`src/rtl/svga_timing.sv`:
```
// ---------------------------------------------------------------------------
// svga_timing
//
// Raster timing generator for a VGA/SVGA style display. A horizontal pixel
// counter (hc), a vertical line counter (vc) and a frame counter are the
// only state. Every other output is decoded combinationally from that state
// (and from en_i/restart_i for the end-of-line/frame pulses), so it changes
// on the same clock edge as the counters, with no added latency.
//
// Line layout (hc):  [ active | front porch | sync | back porch ]
// Frame layout (vc): [ active | front porch | sync | back porch ]
//
// There are no handshakes here. en_i is a pixel-rate qualifier: a cycle
// with en_i=1 is one pixel time, and a cycle with en_i=0 is idle.
//
// Ports
//   clk_i            : clock; all state changes on its rising edge
//   rst_ni           : asynchronous active-low reset
//   en_i             : pixel enable; counters advance only when high
//   restart_i        : synchronous return to hc=0, vc=0 (frame count held);
//                      wins over en_i
//   hsync_o          : horizontal sync, active level H_POL
//   vsync_o          : vertical sync, active level V_POL
//   active_o         : current pixel lies inside the visible area
//   x_o              : hc >> X_SHIFT (driven in blanking too)
//   y_o              : vc >> Y_SHIFT (driven in blanking too)
//   next_vertical_o  : high in the enabled cycle that ends a line
//   next_frame_o     : high in the enabled cycle that ends a frame
//   frame_o          : completed-frame count, wraps modulo 2^FRAME_W
// ---------------------------------------------------------------------------
module svga_timing #(
  parameter int H_ACTIVE = 800,
  parameter int H_FRONT  = 40,
  parameter int H_SYNC   = 128,
  parameter int H_BACK   = 88,
  parameter int V_ACTIVE = 600,
  parameter int V_FRONT  = 1,
  parameter int V_SYNC   = 4,
  parameter int V_BACK   = 23,
  parameter bit H_POL    = 1'b1,
  parameter bit V_POL    = 1'b1,
  parameter int X_SHIFT  = 0,
  parameter int Y_SHIFT  = 0,
  parameter int FRAME_W  = 8,
  localparam int H_TOTAL = H_ACTIVE + H_FRONT + H_SYNC + H_BACK,
  localparam int V_TOTAL = V_ACTIVE + V_FRONT + V_SYNC + V_BACK,
  localparam int HW      = $clog2(H_TOTAL),
  localparam int VW      = $clog2(V_TOTAL)
) (
  input  logic               clk_i,
  input  logic               rst_ni,
  input  logic               en_i,
  input  logic               restart_i,
  output logic               hsync_o,
  output logic               vsync_o,
  output logic               active_o,
  output logic [HW-1:0]      x_o,
  output logic [VW-1:0]      y_o,
  output logic               next_vertical_o,
  output logic               next_frame_o,
  output logic [FRAME_W-1:0] frame_o
);

  // Region boundaries are held one bit wider than the counters. The end of
  // the sync window can equal H_TOTAL (zero back porch), which may be
  // exactly 2^HW and would not fit in HW bits.
  localparam logic [HW:0] H_LAST_C       = (HW+1)'(H_TOTAL - 1);
  localparam logic [HW:0] H_ACTIVE_C     = (HW+1)'(H_ACTIVE);
  localparam logic [HW:0] H_SYNC_START_C = (HW+1)'(H_ACTIVE + H_FRONT);
  localparam logic [HW:0] H_SYNC_END_C   = (HW+1)'(H_ACTIVE + H_FRONT + H_SYNC);

  localparam logic [VW:0] V_LAST_C       = (VW+1)'(V_TOTAL - 1);
  localparam logic [VW:0] V_ACTIVE_C     = (VW+1)'(V_ACTIVE);
  localparam logic [VW:0] V_SYNC_START_C = (VW+1)'(V_ACTIVE + V_FRONT);
  localparam logic [VW:0] V_SYNC_END_C   = (VW+1)'(V_ACTIVE + V_FRONT + V_SYNC);

  logic [HW-1:0]      hc_q, hc_d;
  logic [VW-1:0]      vc_q, vc_d;
  logic [FRAME_W-1:0] frame_q, frame_d;

  // Zero-extended counters for unsigned full-width comparisons.
  logic [HW:0] hc_ext;
  logic [VW:0] vc_ext;

  logic at_line_end;   // hc is on the last pixel of the line
  logic at_frame_end;  // vc is on the last line of the frame
  logic step;          // this cycle advances the raster position

  assign hc_ext = {1'b0, hc_q};
  assign vc_ext = {1'b0, vc_q};

  assign at_line_end  = (hc_ext == H_LAST_C);
  assign at_frame_end = (vc_ext == V_LAST_C);
  assign step         = en_i & ~restart_i;

  // -------------------------------------------------------------------------
  // Next-state logic
  // -------------------------------------------------------------------------
  always_comb begin
    hc_d    = hc_q;
    vc_d    = vc_q;
    frame_d = frame_q;

    if (restart_i) begin
      // Restart rewinds the raster but keeps the frame count, so a consumer
      // counting frames is not disturbed by a resync.
      hc_d = '0;
      vc_d = '0;
    end else if (en_i) begin
      if (at_line_end) begin
        hc_d = '0;
        if (at_frame_end) begin
          vc_d    = '0;
          frame_d = frame_q + 1'b1;
        end else begin
          vc_d = vc_q + 1'b1;
        end
      end else begin
        hc_d = hc_q + 1'b1;
      end
    end
  end

  // -------------------------------------------------------------------------
  // State registers
  // -------------------------------------------------------------------------
  always_ff @(posedge clk_i or negedge rst_ni) begin
    if (!rst_ni) begin
      hc_q    <= '0;
      vc_q    <= '0;
      frame_q <= '0;
    end else begin
      hc_q    <= hc_d;
      vc_q    <= vc_d;
      frame_q <= frame_d;
    end
  end

  // -------------------------------------------------------------------------
  // Output decode
  // -------------------------------------------------------------------------
  always_comb begin
    active_o = (hc_ext < H_ACTIVE_C) && (vc_ext < V_ACTIVE_C);

    hsync_o = ~H_POL;
    if ((hc_ext >= H_SYNC_START_C) && (hc_ext < H_SYNC_END_C)) begin
      hsync_o = H_POL;
    end

    // Depends on vc only, so it can change only when vc changes.
    vsync_o = ~V_POL;
    if ((vc_ext >= V_SYNC_START_C) && (vc_ext < V_SYNC_END_C)) begin
      vsync_o = V_POL;
    end

    // The pulses fall out of step, so they are quiet when idle or
    // restarting, and next_frame_o always implies next_vertical_o.
    next_vertical_o = step & at_line_end;
    next_frame_o    = step & at_line_end & at_frame_end;
  end

  assign x_o     = hc_q >> X_SHIFT;
  assign y_o     = vc_q >> Y_SHIFT;
  assign frame_o = frame_q;

endmodule

```
`config.mk`:
```
export PLATFORM = sky130hd
export DESIGN_NAME = svga_timing
export DESIGN_NICKNAME = d
export VERILOG_FILES = /design/src/rtl/svga_timing.sv
export SDC_FILE = /design/constraint.sdc
export NUM_CORES = 1
export LEC_CHECK = 0
export CAP_MARGIN = 20
export CELL_PAD_IN_SITES_DETAIL_PLACEMENT = 1
export CELL_PAD_IN_SITES_GLOBAL_PLACEMENT = 1
export CORE_MARGIN = 4
export CORE_UTILIZATION = 43
export CTS_BUF_LIST = sky130_fd_sc_hd__clkbuf_8
export DETAILED_ROUTE_END_ITERATION = 6
export PLACE_DENSITY = 0.85
export SLEW_MARGIN = 20
export SYNTH_ARGS = -nofsm -noshare
export SYNTH_HDL_FRONTEND = slang
export SYNTH_SLANG_ARGS = --single-unit
```
`constraint.sdc`:
```
create_clock -name clk_i -period 5.7 [get_ports clk_i]
set_clock_uncertainty 0.1 [all_clocks]
set_input_delay 1.425 -clock clk_i [delete_from_list [all_inputs] [get_ports clk_i]]
set_output_delay 1.425 -clock clk_i [all_outputs]
set_load 0.005 [all_outputs]
```
==> results by group <==
Run status
  – Status: finished clean

Finish
  – Post-route non-filler standard cell count: 271
  – Area Overhead vs Synth: 28.82%
  – Nets: 232
  – Antenna fix cells: 0
  – Filler cells: 431
  – Ratio of cells with drive above 1 in the final layout: 7.175%

Worst setup path
  – Most frequent CP cell: clkdlybuf4s50_1
  – Cell chain of the critical path: clkdlybuf4s50_1 -> and3_1 -> nand4_4 -> nor4_1 -> clkdlybuf4s50_1
  – Slowest-stage cell, CP: clkdlybuf4s50_1
  – WP data arrival: 3.54 ns
  – CP startpoint: en_i
  – Crit Path Max Fanout: 10
  – R2r setup slk: 3.41 ns
  – CP required: 4.18 ns
  – CP Launch Type: input port
  – Kind of critical path: in -> out
  – Worst r2r src: x_o[7]
  – CP max stage delay: 0.68 ns
  – Crit path capture type: output pin

Timing
  – Hold Slack: 0.3906 ns
  – # setup viols final: 0
  – RSZ-0062 raised after global routing: no
  – Final Cycle Share: 88.87%
  – Fin. Hold Viols: 0
  – Worst-Margin Slew: 0.6291 ns
  – Fmax: 197.4 MHz
  – Tmin final: 5.066 ns
  – Final setup TNS: 0 ns
  – Count of pins over their slew limit: 0
  – Relative slew slack: 57.51%

CTS
  – CTS clk-pin slew, worst paths: 0.06 ns
  – Total CTS buffers: 5
  – Post-CTS setup buffer count: 0
  – Clock Latency Late Sink: 0.29 ns
  – H-tree Lvls: 2
  – CTS root buf: clkbuf_8
  – CTS tree: yes
  – Hold buffers post-CTS: 0
  – Clk buf depth: 2
  – TritonCTS Sinks: 29
  – CTS resizes: 0

Die
  – Starting Density: 45.95%
  – DIE WIDTH: 71.71 microns
  – Die height: 71.71 microns
  – Placeable core region: 3799 sq um
  – # IOs: 38
  – Row count: 22
  – Die area: 5142 sq um

Min path
  – Min-Delay Path Class: reg -> reg
  – Critical hold path startpoint: frame_o[7]

Job
  – Max cap viols: 0

Placed design
  – Count of buffers from port buffering: 37
  – # placed instances: 263
  – GP Congestion: 0.8690
  – Post-detail-place hpwl: 3524 microns

GRT
  – Total Routing Usage GR: 20.67%
  – First-pass GRT wire length: 8369 microns
  – Overflow left after global routing: 0
  – Vias in the first global route: 1702
  – Largest net degree at the start of global routing: 30
  – Antenna violations before repair: 0

Synthesis
  – Netlist cell types: 51
  – Synth area leaders: dfrtp_1 42%, xnor2_1 5.0%, ha_1 4.3%, nand3_1 4.0%, nand2_1 3.2%
  – Sequential cell area fraction in the yosys report: 41.58%
  – Ys async rst share: 100.0%
  – Post-synth EDFFs: 0
  – Syn Inst Count: 185
  – Yosys warns: 0
  – Syn Area/Cell: 9.435 sq um
  – Leading area contributor after synthesis: dfrtp_1
  – Ys flop type: dfrtp_1
  – Mapped cell area: 1745 sq um
  – Yosys top cell area share: 41.58%
  – FF+latch count, synth: 29
  – Synthesized Nets: 195

Detailed routing
  – Vias per Instance: 6.048
  – WL/cell: 18.25 microns
  – Drt first pass iters: 4
  – # DRC: 0
  – Total Wirelength: 4947 microns
  – DR iter-0 viols: 134
  – Final ANT Viol Nets: 0
  – Detailed-route via count: 1639

Power
  – Max VDD drop: 0.1183 mV
  – Pwr per Cell Area: 202.4 nW/um^2
  – Leakage: 0.8945 nW
==> cells in the mapped netlist, types with 3 or more instances <==
master    number
a31oi_1        4
o21ai_1        3
ha_1           6
inv_1         10
clkbuf_1       3
or3_1          3
a21oi_1        4
nand2_1       15
nor3_1         7
o21ai_0        4
xor2_1         6
dfrtp_1       29
nor2_1        15
and3_1         5
nand3_1       14
xnor2_1       10
nor4_1         5
nor3_2         3
==> power breakdown <==
part	switching (W)	internal (W)
registers	0.00000309	0.000208
logic	0.0000130	0.00000957
clock network	0.0000810	0.000141
total	0.0000971	0.000358
==> critical path, delay by kind of cell <==
kind	cells	cell delay [ns]
buf+inv	2	1.24
simple gates	3	0.87
==> layout by cell type, fill, tap and decap left out, types with 2 or more instances in the layout <==
master,instances
a21oi_1,4
a31oi_1,4
and3_1,5
clkbuf_8,6
clkdlybuf4s50_1,37
dfrtp_1,29
ha_1,6
inv_1,11
nand2_1,15
nand3_1,14
nand4_1,2
nor2_1,15
nor3_1,7
nor3_2,3
nor3b_1,2
nor4_1,5
o21ai_0,4
o21ai_1,3
o21bai_1,2
o31ai_1,2
or3_1,3
xnor2_1,10
xor2_1,6
==> final timing paths <==
path	to	cells past startpoint
setup / recovery	next_frame_o	5
hold / removal	frame_o[7]	1
setup reg to reg	frame_o[1]	5
hold reg to reg	frame_o[7]	1
max in group asynchronous	frame_o[0]	2
min in group asynchronous	y_o[3]	2
==> flip-flops by register name, indices dropped and copies added, names as in the netlist <==
register  flops
frame_o       8
x_o          11
y_o          10
==> metal layers <==
| layer | routed length (microns) | track usage, % | share of wire (%) | vias up |
|---|---|---|---|---|
| met2 | 2502 | 35.92 | 51 | 56 |
| met3 | 232 | 4.628 | 4.7 | 20 |
| li1 | - | - | - | 741 |
| met4 | 146 | 9.186 | 3.0 | 0 |
| met5 | 0 | 0 | 0 | - |
| met1 | 2066 | 24.17 | 42 | 822 |
==> area by class of cell <==
type	instances	area (sq um)	area share (%)
multi-input combinational	137	927.1	41.24
tap	48	60.06	2.671
clock inverter	2	33.78	1.503
timing repair buffer	38	377.9	16.81
inverter	11	41.29	1.836
clock buffer	6	82.58	3.673
sequential	29	725.7	32.28
==> cells by family after synthesis <==
kind of cell / share of synthesized area (%)
compound gates: 13.26
xor+xnor: 8.028
fa+ha+maj: 4.301
buf+inv: 5.305
flops: 41.58
mux: 0.6451
simple gates: 26.88
==> stage by stage <==
stage / setup slack (ns) / utilization [%] / total power, W / cell area [sq um]
after global routing: 0.5590 / 59.19 / 0.0004733 / 2248
after global placement: 0.7690 / 56.13 / 0.0002364 / 2132
after detailed placement: 0.6481 / 56.13 / 0.0002373 / 2132
after CTS: 0.6307 / 59.19 / 0.0004598 / 2248
final: 0.6345 / 59.19 / 0.0004552 / 2248
after floorplan: 1.734 / - / 0.0002236 / 1745
Note: power is estimated with default switching activity, not from simulation.
==> variant 1, RTL diff (config.mk and constraints unchanged) <==
Put a register stage on the outputs `x_o` and `y_o`, with the module's reset. The values now appear one clock later. The other outputs are not delayed to match.
--- a/src/rtl/svga_timing.sv
+++ b/src/rtl/svga_timing.sv
@@ -159,8 +159,15 @@
     next_frame_o    = step & at_line_end & at_frame_end;
   end
 
-  assign x_o     = hc_q >> X_SHIFT;
-  assign y_o     = vc_q >> Y_SHIFT;
+  always_ff @(posedge clk_i or negedge rst_ni) begin
+    if (!rst_ni) begin
+      x_o <= '0;
+      y_o <= '0;
+    end else begin
+      x_o <= hc_q >> X_SHIFT;
+      y_o <= vc_q >> Y_SHIFT;
+    end
+  end
   assign frame_o = frame_q;
 
 endmodule
Formal check against the unedited RTL: not equivalent (a bounded check fails within 4 cycles, from zero or initial values and one cycle with rst_ni low).
==> variant 1 against the original RTL <==
- final cell count increased by 14%
- count of clock-buffer cells in the layout is 1 lower
- wire length grew 3.6%
- total power grew 46%
- synthesized area up 28%
- die area grew 25%
- sequential cell count up 21
- worst setup slack improved by 0.23 ns
- clock power is 12% higher
- critical endpoint unchanged
- non-clock buffer count down 1
- design area increased by 23%
- critical path type unchanged
- hold slack lost 0.017 ns
==> variant 1: results (changes against the original RTL) <==
.. list-table::
   :header-rows: 1

   * - Metric
     - Value
   * - Run status
     - finished, final reports clean (unchanged)
   * - Mapped Cells
     - 202 (was 185)
   * - Launching point of the worst reg2reg path
     - hc_q[0] (was x_o[7])
   * - Number of placed cells counting well taps
     - 301 (was 263)
   * - Synthesized-area fraction occupied by xor and xnor cells
     - 5.469% (was 8.029%)
   * - Worst Hold Endpoint
     - x_o[2] (was frame_o[7])
   * - Register area
     - 1251 um2 (was 725.7 um2)
   * - Syn_nets
     - 212 (was 195)
   * - Iteration-0 DRC Markers
     - 54 (was 134)
   * - Final estimated routing congestion in global placement
     - 0.7821 (was 0.8690)
   * - Hold path start
     - hc_q[2] (was frame_o[7])
   * - Routed wire length
     - 5.123 mm (was 4.947 mm)
   * - Critical R2R Capture
     - vc_q[2] (was frame_o[1])
   * - Ratio of routed vias to standard cells
     - 5.489 (was 6.048)
   * - Non-CTS buffers
     - 37 (was 38)
   * - NetSw
     - 0.1529 mW (was 0.09712 mW)
   * - P per Cell Area
     - 240.3 nW/um2 (was 202.4 nW/um2)
   * - Pin count of the biggest net entering global routing
     - 51 (was 30)
   * - Syn-to-layout area delta
     - 23.27% (was 28.82%)
   * - HPWL after detailed placement
     - 3.567 mm (was 3.524 mm)
   * - Most used standard cells in the synthesized netlist
     - sky130_fd_sc_hd__dfrtp_1, sky130_fd_sc_hd__nand2_1, sky130_fd_sc_hd__nand3_1, sky130_fd_sc_hd__nor2_1, sky130_fd_sc_hd__inv_1 (was sky130_fd_sc_hd__dfrtp_1, sky130_fd_sc_hd__nand2_1, sky130_fd_sc_hd__nor2_1)
   * - Clock-pin slew reported for the worst setup and hold paths after clock tree synthesis
     - 0.10 ns (was 0.06 ns)
   * - Synth Area in Adders
     - 3.348% (was 4.301%)
   * - Cells taking the most area after synthesis
     - sky130_fd_sc_hd__dfrtp_1, sky130_fd_sc_hd__ha_1, sky130_fd_sc_hd__nand2_1 (was sky130_fd_sc_hd__dfrtp_1, sky130_fd_sc_hd__xnor2_1, sky130_fd_sc_hd__ha_1)
   * - Worst Hold Path Cells
     - 0 (was 1)
variant 1: changes by cell type after synthesis, sizes merged, moves of 3 or more:
| cell | delta |
|---|---|
| nand4 | +5 |
| o211ai | +3 |
| nor3 | -3 |
| nand3 | -3 |
| o21ai | +3 |
| nand2 | +3 |
| nor2 | -3 |
| a31oi | +4 |
| nor4 | -3 |
| dfrtp | +21 |
| xnor2 | -3 |
variant 1: worst max-delay path by stage:
stage | startpoint | endpoint | slack, ns | cells past startpoint
5_1_grt | en_i | next_frame_o | 0.75 | 7
6_report | en_i | next_frame_o | 0.86 | 7
2_1_floorplan | en_i | next_frame_o | 1.87 | 6
4_1_cts | en_i | next_frame_o | 0.84 | 7
3_3_place_gp | en_i | next_frame_o | 0.94 | 7
3_5_place_dp | en_i | next_frame_o | 0.87 | 7
variant 1: per-layer routing:
metal,GRT usage (%),routed length [um]
met1,24.21,2357
met2,28.73,2479
met3,3.924,212
met4,5.068,73
met5,0,0
==> variant 2, RTL diff (config.mk and constraints unchanged) <==
Made on the original files. The parameter `H_BACK` goes from 88 to 176.
--- a/src/rtl/svga_timing.sv
+++ b/src/rtl/svga_timing.sv
@@ -32,7 +32,7 @@
   parameter int H_ACTIVE = 800,
   parameter int H_FRONT  = 40,
   parameter int H_SYNC   = 128,
-  parameter int H_BACK   = 88,
+  parameter int H_BACK   = 176,
   parameter int V_ACTIVE = 600,
   parameter int V_FRONT  = 1,
   parameter int V_SYNC   = 4,
Behaviour: same outputs for any inputs over 10 cycles, from zero or initial values and one cycle with rst_ni low; that may be too few to reach the edited logic, so the function may still have changed.
==> variant 2 against the original RTL <==
- worst setup slack improved by 0.24 ns
- sequential cell count unchanged
- design area fell by 1.9%
- non-clock buffer count unchanged
- total power shrank 12%
- synthesized area rose by 1.9%
- final cell count down 2.2%
- wire length is 3.4% lower
- highest routed layer unchanged
==> variant 2: results (changes against the original RTL) <==
.. list-table::
   :header-rows: 1

   * - Metric
     - Value
   * - Max VDD drop
     - 0.1376 mV (was 0.1183 mV)
   * - Sum of internal, switching and leakage power
     - 0.3988 mW (was 0.4552 mW)
   * - Clock Power Share
     - 42.8% (was 48.7%)
   * - P per Cell Area
     - 180.8 nW/um2 (was 202.4 nW/um2)
   * - Synthesized-area fraction occupied by xor and xnor cells
     - 8.861% (was 8.029%)
   * - Top-area cell type share of the netlist area
     - 40.79% (was 41.58%)
   * - Data buffer area share
     - 17.13% (was 16.81%)
   * - CP max FO
     - 8 (was 10)
   * - Routed metal-1 wire length
     - 2.090 mm (was 2.066 mm)
   * - Data arrival, critical path
     - 3.30 ns (was 3.54 ns)
   * - Post-Place Worst Slack
     - 0.8980 ns (was 0.6481 ns)
   * - Run status
     - finished, final reports clean (unchanged)
   * - Multiplexer area fraction after synthesis
     - 1.266% (was 0.6452%)
   * - Critical R2R Capture
     - y_o[0] (was frame_o[1])
   * - Proportion of cell area spent on the clock network
     - 3.914% (was 5.175%)
   * - Average cell area after synthesis
     - 9.940 um2 (was 9.435 um2)
   * - Met2 GRT Util
     - 34.38% (was 35.92%)
   * - Share of final-layout standard cells stronger than drive strength 1
     - 8.372% (was 7.175%)
   * - Sequential share of the synthesized area
     - 40.79% (was 41.58%)
   * - Cells taking the most area after synthesis
     - sky130_fd_sc_hd__dfrtp_1, sky130_fd_sc_hd__xnor2_1, sky130_fd_sc_hd__ha_1 (unchanged)
   * - Syn_nets
     - 189 (was 195)
   * - Actual transition at the worst max-transition pin
     - 0.7794 ns (was 0.6291 ns)
   * - Most used standard cells in the synthesized netlist
     - sky130_fd_sc_hd__dfrtp_1, sky130_fd_sc_hd__nor2_1, sky130_fd_sc_hd__xnor2_1 (was sky130_fd_sc_hd__dfrtp_1, sky130_fd_sc_hd__nand2_1, sky130_fd_sc_hd__nor2_1)
   * - Sum of met3 wire segment lengths after detailed routing
     - 201 um (was 232 um)
   * - Number of placed cells counting well taps
     - 258 (was 263)
   * - Total met2 wirelength after detailed routing
     - 2.405 mm (was 2.502 mm)
   * - WL per Instance
     - 18.04 um (was 18.25 um)
[variant 2: cell count changes after synthesis, moves of 4 or more]
cell / before / now
sky130_fd_sc_hd__a31oi_1: 4 / 10
sky130_fd_sc_hd__and3_1: 5 / 1
sky130_fd_sc_hd__buf_6: 2 / 6
sky130_fd_sc_hd__nand2_1: 15 / 11
sky130_fd_sc_hd__nand4_1: 2 / 7
sky130_fd_sc_hd__xnor2_1: 10 / 15
[variant 2: worst max-delay path: cells and delay by family]
kind                   cells  cell delay, ns
buffers and inverters      2            1.08
AND/OR/NAND/NOR            2            0.80
[variant 2: worst min path at each step]
stage | depth (start not counted) | end | slack (ns)
final | 1 | frame_o[7] | 0.38
after global routing | 1 | frame_o[7] | 0.41
after detailed placement | 1 | frame_o[7] | 0.37
after floorplan | 1 | frame_o[7] | 0.37
after CTS | 1 | frame_o[7] | 0.38
after global placement | 1 | frame_o[7] | 0.36
